**config.mk**
```make
export PLATFORM = sky130hd
export DESIGN_NAME = level_event_arbiter
export DESIGN_NICKNAME = d
export VERILOG_FILES = /design/src/rtl/level_event_arbiter.sv
export SDC_FILE = /design/constraint.sdc
export NUM_CORES = 1
export LEC_CHECK = 0
export ABC_CLOCK_PERIOD_IN_PS = 2300
export CAP_MARGIN = 5
export CORE_MARGIN = 2
export CORE_UTILIZATION = 49
export DETAILED_ROUTE_END_ITERATION = 16
export PLACE_DENSITY = 0.77
export SLEW_MARGIN = 5
export SYNTH_ARGS = -nofsm -noshare
export SYNTH_HDL_FRONTEND = slang
export SYNTH_SLANG_ARGS = --single-unit
```
**constraint.sdc**
```tcl
create_clock -name clk -period 2.3 [get_ports clk]
set_clock_uncertainty 0.1 [all_clocks]
set_input_delay 0.23 -clock clk [delete_from_list [all_inputs] [get_ports clk]]
set_output_delay 0.23 -clock clk [all_outputs]
set_load 0.01 [all_outputs]
```
**src/rtl/level_event_arbiter.sv**
```systemverilog
// level_event_arbiter
//   Synchronizes N asynchronous level inputs, detects level changes and
//   latches them as pending events. A round-robin arbiter presents them one
//   at a time on a valid/ready event port.
//
// Parameters
//   N          number of asynchronous channels (2..32)
//   INIT_STATE reset value of the synchronizer and history flops
//   EDGE_MODE  0 = rising, 1 = falling, 2 = both edges
//
// Ports
//   clk        clock, rising edge
//   reset      synchronous, active-high reset
//   async      asynchronous level inputs, one per channel
//   evt_valid  an event is presented
//   evt_ready  consumer accepts the presented event
//   evt_id     channel index of the presented event
//   evt_level  synchronized level of that channel when its edge was seen
//   pending    latched events not yet presented
//   overflow   sticky per-channel event-lost flag
//   ovf_clr    per-bit clear of overflow (a simultaneous new overflow wins)
module level_event_arbiter #(
  parameter int unsigned N          = 4,
  parameter logic        INIT_STATE = 1'b0,
  parameter int unsigned EDGE_MODE  = 2
) (
  input  logic                 clk,
  input  logic                 reset,
  input  logic [N-1:0]         async,
  output logic                 evt_valid,
  input  logic                 evt_ready,
  output logic [$clog2(N)-1:0] evt_id,
  output logic                 evt_level,
  output logic [N-1:0]         pending,
  output logic [N-1:0]         overflow,
  input  logic [N-1:0]         ovf_clr
);

  localparam int unsigned IDW = $clog2(N);

  typedef enum logic {
    EMPTY = 1'b0,
    FULL  = 1'b1
  } state_t;

  state_t state, state_d;

  (* ASYNC_REG = "TRUE", shreg_extract = "no" *) logic [N-1:0] s1;
  (* ASYNC_REG = "TRUE", shreg_extract = "no" *) logic [N-1:0] s2;
  logic [N-1:0]   s3;
  logic [N-1:0]   edge_det;
  logic [N-1:0]   lvl;
  logic [N-1:0]   hi_mask;
  logic [N-1:0]   req_hi;
  logic [N-1:0]   grant_oh;
  logic [IDW-1:0] last;
  logic [IDW-1:0] grant;
  logic           take;
  logic           any_pend;
  logic           do_grant;

  always_comb begin
    case (EDGE_MODE)
      0:       edge_det = s2 & ~s3;
      1:       edge_det = ~s2 & s3;
      default: edge_det = s2 ^ s3;
    endcase
  end

  // Round-robin search from last+1 with wrap: prefer the lowest pending
  // channel above last; otherwise the lowest pending channel overall.
  always_comb begin
    for (int unsigned i = 0; i < N; i++) begin
      hi_mask[i] = (i > 32'(last));
    end
    req_hi = pending & hi_mask;
    grant  = '0;
    for (int unsigned k = 0; k < N; k++) begin
      if (pending[N-1-k]) grant = IDW'(N-1-k);
    end
    if (|req_hi) begin
      for (int unsigned k = 0; k < N; k++) begin
        if (req_hi[N-1-k]) grant = IDW'(N-1-k);
      end
    end
  end

  assign any_pend  = |pending;
  // The output register may load when empty or when its event leaves now.
  assign take      = (state == EMPTY) || evt_ready;
  assign do_grant  = take && any_pend;
  assign grant_oh  = do_grant ? ({{(N-1){1'b0}}, 1'b1} << grant) : '0;
  assign evt_valid = (state == FULL);

  always_comb begin
    state_d = state;
    if (take) begin
      state_d = any_pend ? FULL : EMPTY;
    end
  end

  always_ff @(posedge clk) begin
    if (reset) begin
      state <= EMPTY;
    end else begin
      state <= state_d;
    end
  end

  always_ff @(posedge clk) begin
    if (reset) begin
      s1        <= {N{INIT_STATE}};
      s2        <= {N{INIT_STATE}};
      s3        <= {N{INIT_STATE}};
      lvl       <= '0;
      pending   <= '0;
      overflow  <= '0;
      evt_id    <= '0;
      evt_level <= 1'b0;
      last      <= IDW'(N-1);
    end else begin
      s1 <= async;
      s2 <= s1;
      s3 <= s2;
      // A new edge on the channel being granted re-arms pending without
      // counting as a lost event.
      pending  <= (pending & ~grant_oh) | edge_det;
      overflow <= (overflow & ~ovf_clr) | (edge_det & pending & ~grant_oh);
      lvl      <= (lvl & ~edge_det) | (s2 & edge_det);
      if (do_grant) begin
        evt_id    <= grant;
        evt_level <= lvl[grant];
        last      <= grant;
      end
    end
  end

endmodule

```
==> results of run 1 <==
==> critical path, cell delays in order, from the launching register on <==
cell and delay [ns]:
dfxtp_1 0.47, nor2b_1 0.25, o21ai_0 0.13, o211a_1 0.20, o311ai_0 0.38, o21ai_0 0.18
==> cell type report <==
| type | instances | area (sq um) | area share |
|---|---|---|---|
| Sequential cell | 30 | 601 | 0.405 |
| Tap cell | 28 | 35.0 | 0.0236 |
| Clock buffer | 8 | 78.8 | 0.0531 |
| Inverter | 6 | 22.5 | 0.0152 |
| Timing Repair Buffer | 24 | 235 | 0.159 |
| Multi-Input combinational cell | 88 | 512 | 0.345 |
==> stage by stage <==
| stage | total power, W | hold slack, ns | cells |
|---|---|---|---|
| final | 0.00115 | 0.341 | 184 |
| after CTS | 0.00116 | 0.343 | 184 |
| after global placement | 0.000780 | 0.318 | 176 |
| after floorplan | 0.000703 | 0.258 | 127 |
| after detailed placement | 0.000787 | 0.322 | 176 |
| after global routing | 0.00121 | 0.342 | 184 |
==> power breakdown <==
part,internal [W],switching (W),total [W]
logic,0.0000970,0.0000896,0.000187
clock network,0.000209,0.000169,0.000378
registers,0.000556,0.0000330,0.000589
total,0.000861,0.000291,0.00115
==> per-layer routing <==
metal  vias up  routed length [um]  track usage
li1        498                   -            -
met1       449                1000        0.224
met2        21                1010        0.285
met3         7                 104       0.0714
met4         0                  59        0.103
met5         -                   0            0
==> logic make-up (layout without fill, tap and decap cells) <==
family          Yosys count  in the layout  synth area share
simple gates             45             45             0.203
xor+xnor                  4              4            0.0306
buf+inv                   9             38            0.0295
flops                    30             30             0.524
compound gates           39             39             0.213
==> placed cells by master, fill, tap and decap left out, types with 2 or more instances in the layout <==
cell type and instances:
a21oi_1 10, buf_4 2, clkbuf_4 5, clkbuf_8 3, clkdlybuf4s50_1 22, dfxtp_1 30
inv_1 6, nand2_1 10, nand3b_1 2, nor2_1 10, nor2b_1 16, nor3_1 2
o21ai_0 16, xnor2_1 4
==> worst max-delay path by stage <==
stage,to,slack (ns),cells after the start
global placement,overflow[1]$_SDFF_PP0_,0.56,5
finish,pending[1]$_SDFF_PP0_,0.46,5
global route,overflow[1]$_SDFF_PP0_,0.29,5
floorplan,pending[1]$_SDFF_PP0_,0.66,4
CTS,pending[1]$_SDFF_PP0_,0.52,4
detailed placement,pending[1]$_SDFF_PP0_,0.50,5
==> metrics.txt, run 1 <==
Crit. Startpoint=pending[3]$_SDFF_PP0_; Final min period=between 1.5 and 2 ns; total CTS buffers=5; synthesized area=1150 sq um; DIE AREA=2740 sq um; DR pass1 iterations=4; worst rel slew slack=0.729; Final HPWL DP=1640 um; PostCTS Resize Cnt=0; placed cell area=1410 sq um; final instance area=around 1500 sq um; worst setup margin=about 0.46 ns; final core occ=0.671; largest net degree at the start of global routing=13; share of the synthesized area in the top cell type=0.524; hold_sp=s1[0]$_SDFF_PP0_; # Post-CTS Setup Buffers=0; WS Path Type=reg -> reg; RSZ-0062 raised after global routing=false; hold buffers post-CTS=0; Initial Utilization=0.518; Hold Crit Class=reg -> reg; Net count, final=between 150 and 200; num ports=23; H-tree depth=2; Synth area leader=dfxtp_1; Reg2Reg Depth=5; hold path cells=1; Reg clk slew, reported paths=roughly 0.090 ns; CP Capture Type=register; Max clock buf depth=2; Die H=52.4 um; gpl congestion=0.867; final setup fails=0; Area Overhead vs Synth=29.5%; Critical R2R Capture=pending[1]$_SDFF_PP0_; Distinct cells, synth=29; die width=52.4 um; vias in the first global route=roughly 910; commonest cells in the synthesized netlist=30 x dfxtp_1, 16 x nor2b_1, 16 x o21ai_0; Final Max Tran Viols=0; Setup crit start kind=register; DRC viols=0; CTS Root Cell=clkbuf_4; transition time of the tightest slew-check pin=0.401 ns; average wire per standard cell=roughly 12 um; DR vias=around 1000; post-route ant nets=0; layout cells sized above 1=0.0769; Worst R2R Start=pending[3]$_SDFF_PP0_; Post-synth EDFFs=0; top_reg_cell synth=dfxtp_1; row count=17; Leak=about 0.54 nW; first-pass GRT wire length=~3700 um; setup slack, reg-to-reg=between 0.4 and 0.5 ns; Worst Path Max Fanout=8; fillcell total=~180; Setup WS pre-CTS=0.505 ns; total gr overflow=0; fmax=0.543 GHz; gr usage total=0.187; Routed Wire Length=approximately 2200 um; Synth area leaders=dfxtp_1 52%, nor2b_1 8.7%, o21ai_0 7.0%; Synth Area per Inst=9.02 sq um; Mapped Nets=around 140; flops & latches, synth=30; async set or reset register ratio after synthesis=0; Final Hold Fails=0; clk_lat worst skew=0.31 ns; Pwr Density=777 nW/um^2; Syn Inst Count=about 130; Num Clock Sinks=30; port bufs=22; critical path required time=2.38 ns; 1st-iter DRT viols=21; Diodes inserted=0; Ys Warns=0; sequential share of the synthesized area=0.524; initial antenna violation count=0; Core Region=2210 sq um; Total Neg Setup Slack=0 ns; status=finished, final reports clean; worst vdd ir=593 uV; TritonCTS clock tree=yes; Hold EP=s2[0]$_SDFF_PP0_; max-cap violations=0; Via density=approximately 5.3; most common cell in the netlist=dfxtp_1; Final period util=0.801; worst path arrival time=1.92 ns
No activity file was read; power rests on OpenSTA's default activity.
==> run 2, diff against run 1 <==
- ABC_CLOCK_PERIOD_IN_PS: 2300 -> 1700
- clock period: 2.3 -> 1.7 ns (I/O delays scaled with it)
==> metrics.txt, run 2 (synthesis gave the netlist of run 1 again) <==
Hold Crit Class=in -> reg; TritonCTS clock tree=yes; DR vias=990; total gr overflow=0; fin cells=188; Pwr Density=974 nW/um^2; average wire per standard cell=12.4 um; Reg2Reg Depth=5; num ports=23; gpl congestion=0.849; largest net degree at the start of global routing=22; setup slack, reg-to-reg=0.08 ns; DRC viols=0; initial antenna violation count=0; Setup crit start kind=register; DIE AREA=2740 sq um; Final Max Tran Viols=0; port bufs=22; Max clock buf depth=2; max-cap violations=0; slowest stage delay, CP=between 0.3 and 0.4 ns; H-tree depth=2; worst vdd ir=636 uV; total CTS buffers=5; Core Region=2210 sq um; DR pass1 iterations=4; die width=52.4 um; transition time of the tightest slew-check pin=0.314 ns; Reg clk slew, reported paths=0.09 ns; Worst Path Max Fanout=7; Final Hold Fails=0; vias in the first global route=929; Final min period=1.62 ns; row count=17; Final period util=0.954; final setup fails=0; status=finished, final reports clean; clk_lat worst skew=around 0.32 ns; final instance area=1500 sq um; dpl cells=181; post-route ant nets=0; Leak=0.548 nW; Cell Chain, Critical Path=or3b_1 -> o221a_2 -> and2_1 -> a21bo_1 -> o31ai_2; fillcell total=200; # Post-CTS Setup Buffers=0; hold_sp=async[2]; CP Capture Type=register; Initial Utilization=0.518; Hold WS=0.293 ns; Hold EP=s1[2]$_SDFF_PP0_; most common cell after layout, fill and taps aside=dfxtp_1; gr usage total=0.205; placed cell area=between 1000 and 1500 sq um; first-pass GRT wire length=3930 um; Via density=5.27; hold path cells=2; WS Path Type=reg -> reg; Net count, final=171; Worst R2R Start=pending[1]$_SDFF_PP0_; Routed Wire Length=2340 um; fmax=roughly 0.62 GHz; 1st-iter DRT viols=16; hold buffers post-CTS=0; Die H=52.4 um; Diodes inserted=0; worst rel slew slack=0.791; most frequent cells in the layout=26 x dfxtp_1, 22 x clkdlybuf4s50_1, 15 x nor2b_1, 15 x o21ai_0; Final HPWL DP=1680 um; final core occ=0.678; Slowest cell on crit path=dfxtp_4; critical path required time=1.85 ns; worst path arrival time=~1.8 ns; Num Clock Sinks=30; layout cells sized above 1=0.125; Area Overhead vs Synth=30.9%; Critical R2R Capture=overflow[3]$_SDFF_PP0_; CTS Root Cell=clkbuf_4
==> run 2: per-stage QoR <==
stage	power (W)	setup slack, ns	setup TNS, ns
floorplan	0.000951	0.0644	0
global placement	0.00108	0.0507	0
detailed placement	0.00109	-0.0163	-0.0163
CTS	0.00147	0.0570	0
global route	0.00154	-0.00192	-0.00192
finish	0.00146	0.0784	0
==> run 2: per-layer routing <==
layer / vias to the layer above / track usage / routed length [um]
met5: - / 0 / 0
li1: 505 / - / -
met3: 7 / 0.0829 / 122
met4: 0 / 0.115 / 58
met2: 24 / 0.315 / 1120
met1: 454 / 0.240 / 1040
==> run 2: critical path: cells and delay by family, from the launching register on <==
family	cells	cell delay [ns]
and+or+nand+nor	2	0.52
DFF	1	0.38
AOI/OAI and AO/OA	3	0.54
==> run 2: how the worst max path moves through the flow <==
stage	start	endpoint	slack [ns]	cells after the start
after floorplan	pending[1]$_SDFF_PP0_	pending[1]$_SDFF_PP0_	0.06	4
after global placement	evt_ready	overflow[1]$_SDFF_PP0_	0.05	5
after detailed placement	pending[1]$_SDFF_PP0_	pending[1]$_SDFF_PP0_	-0.02	4
after CTS	pending[0]$_SDFF_PP0_	pending[0]	0.06	1
after global routing	pending[1]$_SDFF_PP0_	evt_level$_SDFFE_PP0P_	-0.002	6
final	pending[1]$_SDFF_PP0_	overflow[3]$_SDFF_PP0_	0.08	5
==> run 2: power by group <==
group	total, W	switching, W	internal [W]	leakage [nW]
logic	0.000290	0.000134	0.000155	0.275
clock network	0.000378	0.000222	0.000156	0.0254
registers	0.000793	0.0000401	0.000753	0.247
==> run 2: final cells by class <==
type / instances / area (sq um) / area share
multi-input cells: 88 / 517 / 0.344
well taps: 28 / 35.0 / 0.0234
repair buffers: 29 / 273 / 0.182
clock buffers: 7 / 45.0 / 0.0300
flip-flops and latches: 30 / 608 / 0.405
inverters: 6 / 22.5 / 0.0150
==> run 2: what timing repair did <==
item / 4_1_cts / 5_1_grt
pin swaps: 0 / 1
endpoints found under the setup margin: 3 / 9
resized for setup: 2 / 7
==> run 3, diff against run 2 <==
- CTS_CLUSTER_DIAMETER: default -> 100
==> results of run 3 <==
The final DEF is identical to that of run 2; final timing and power are the same.
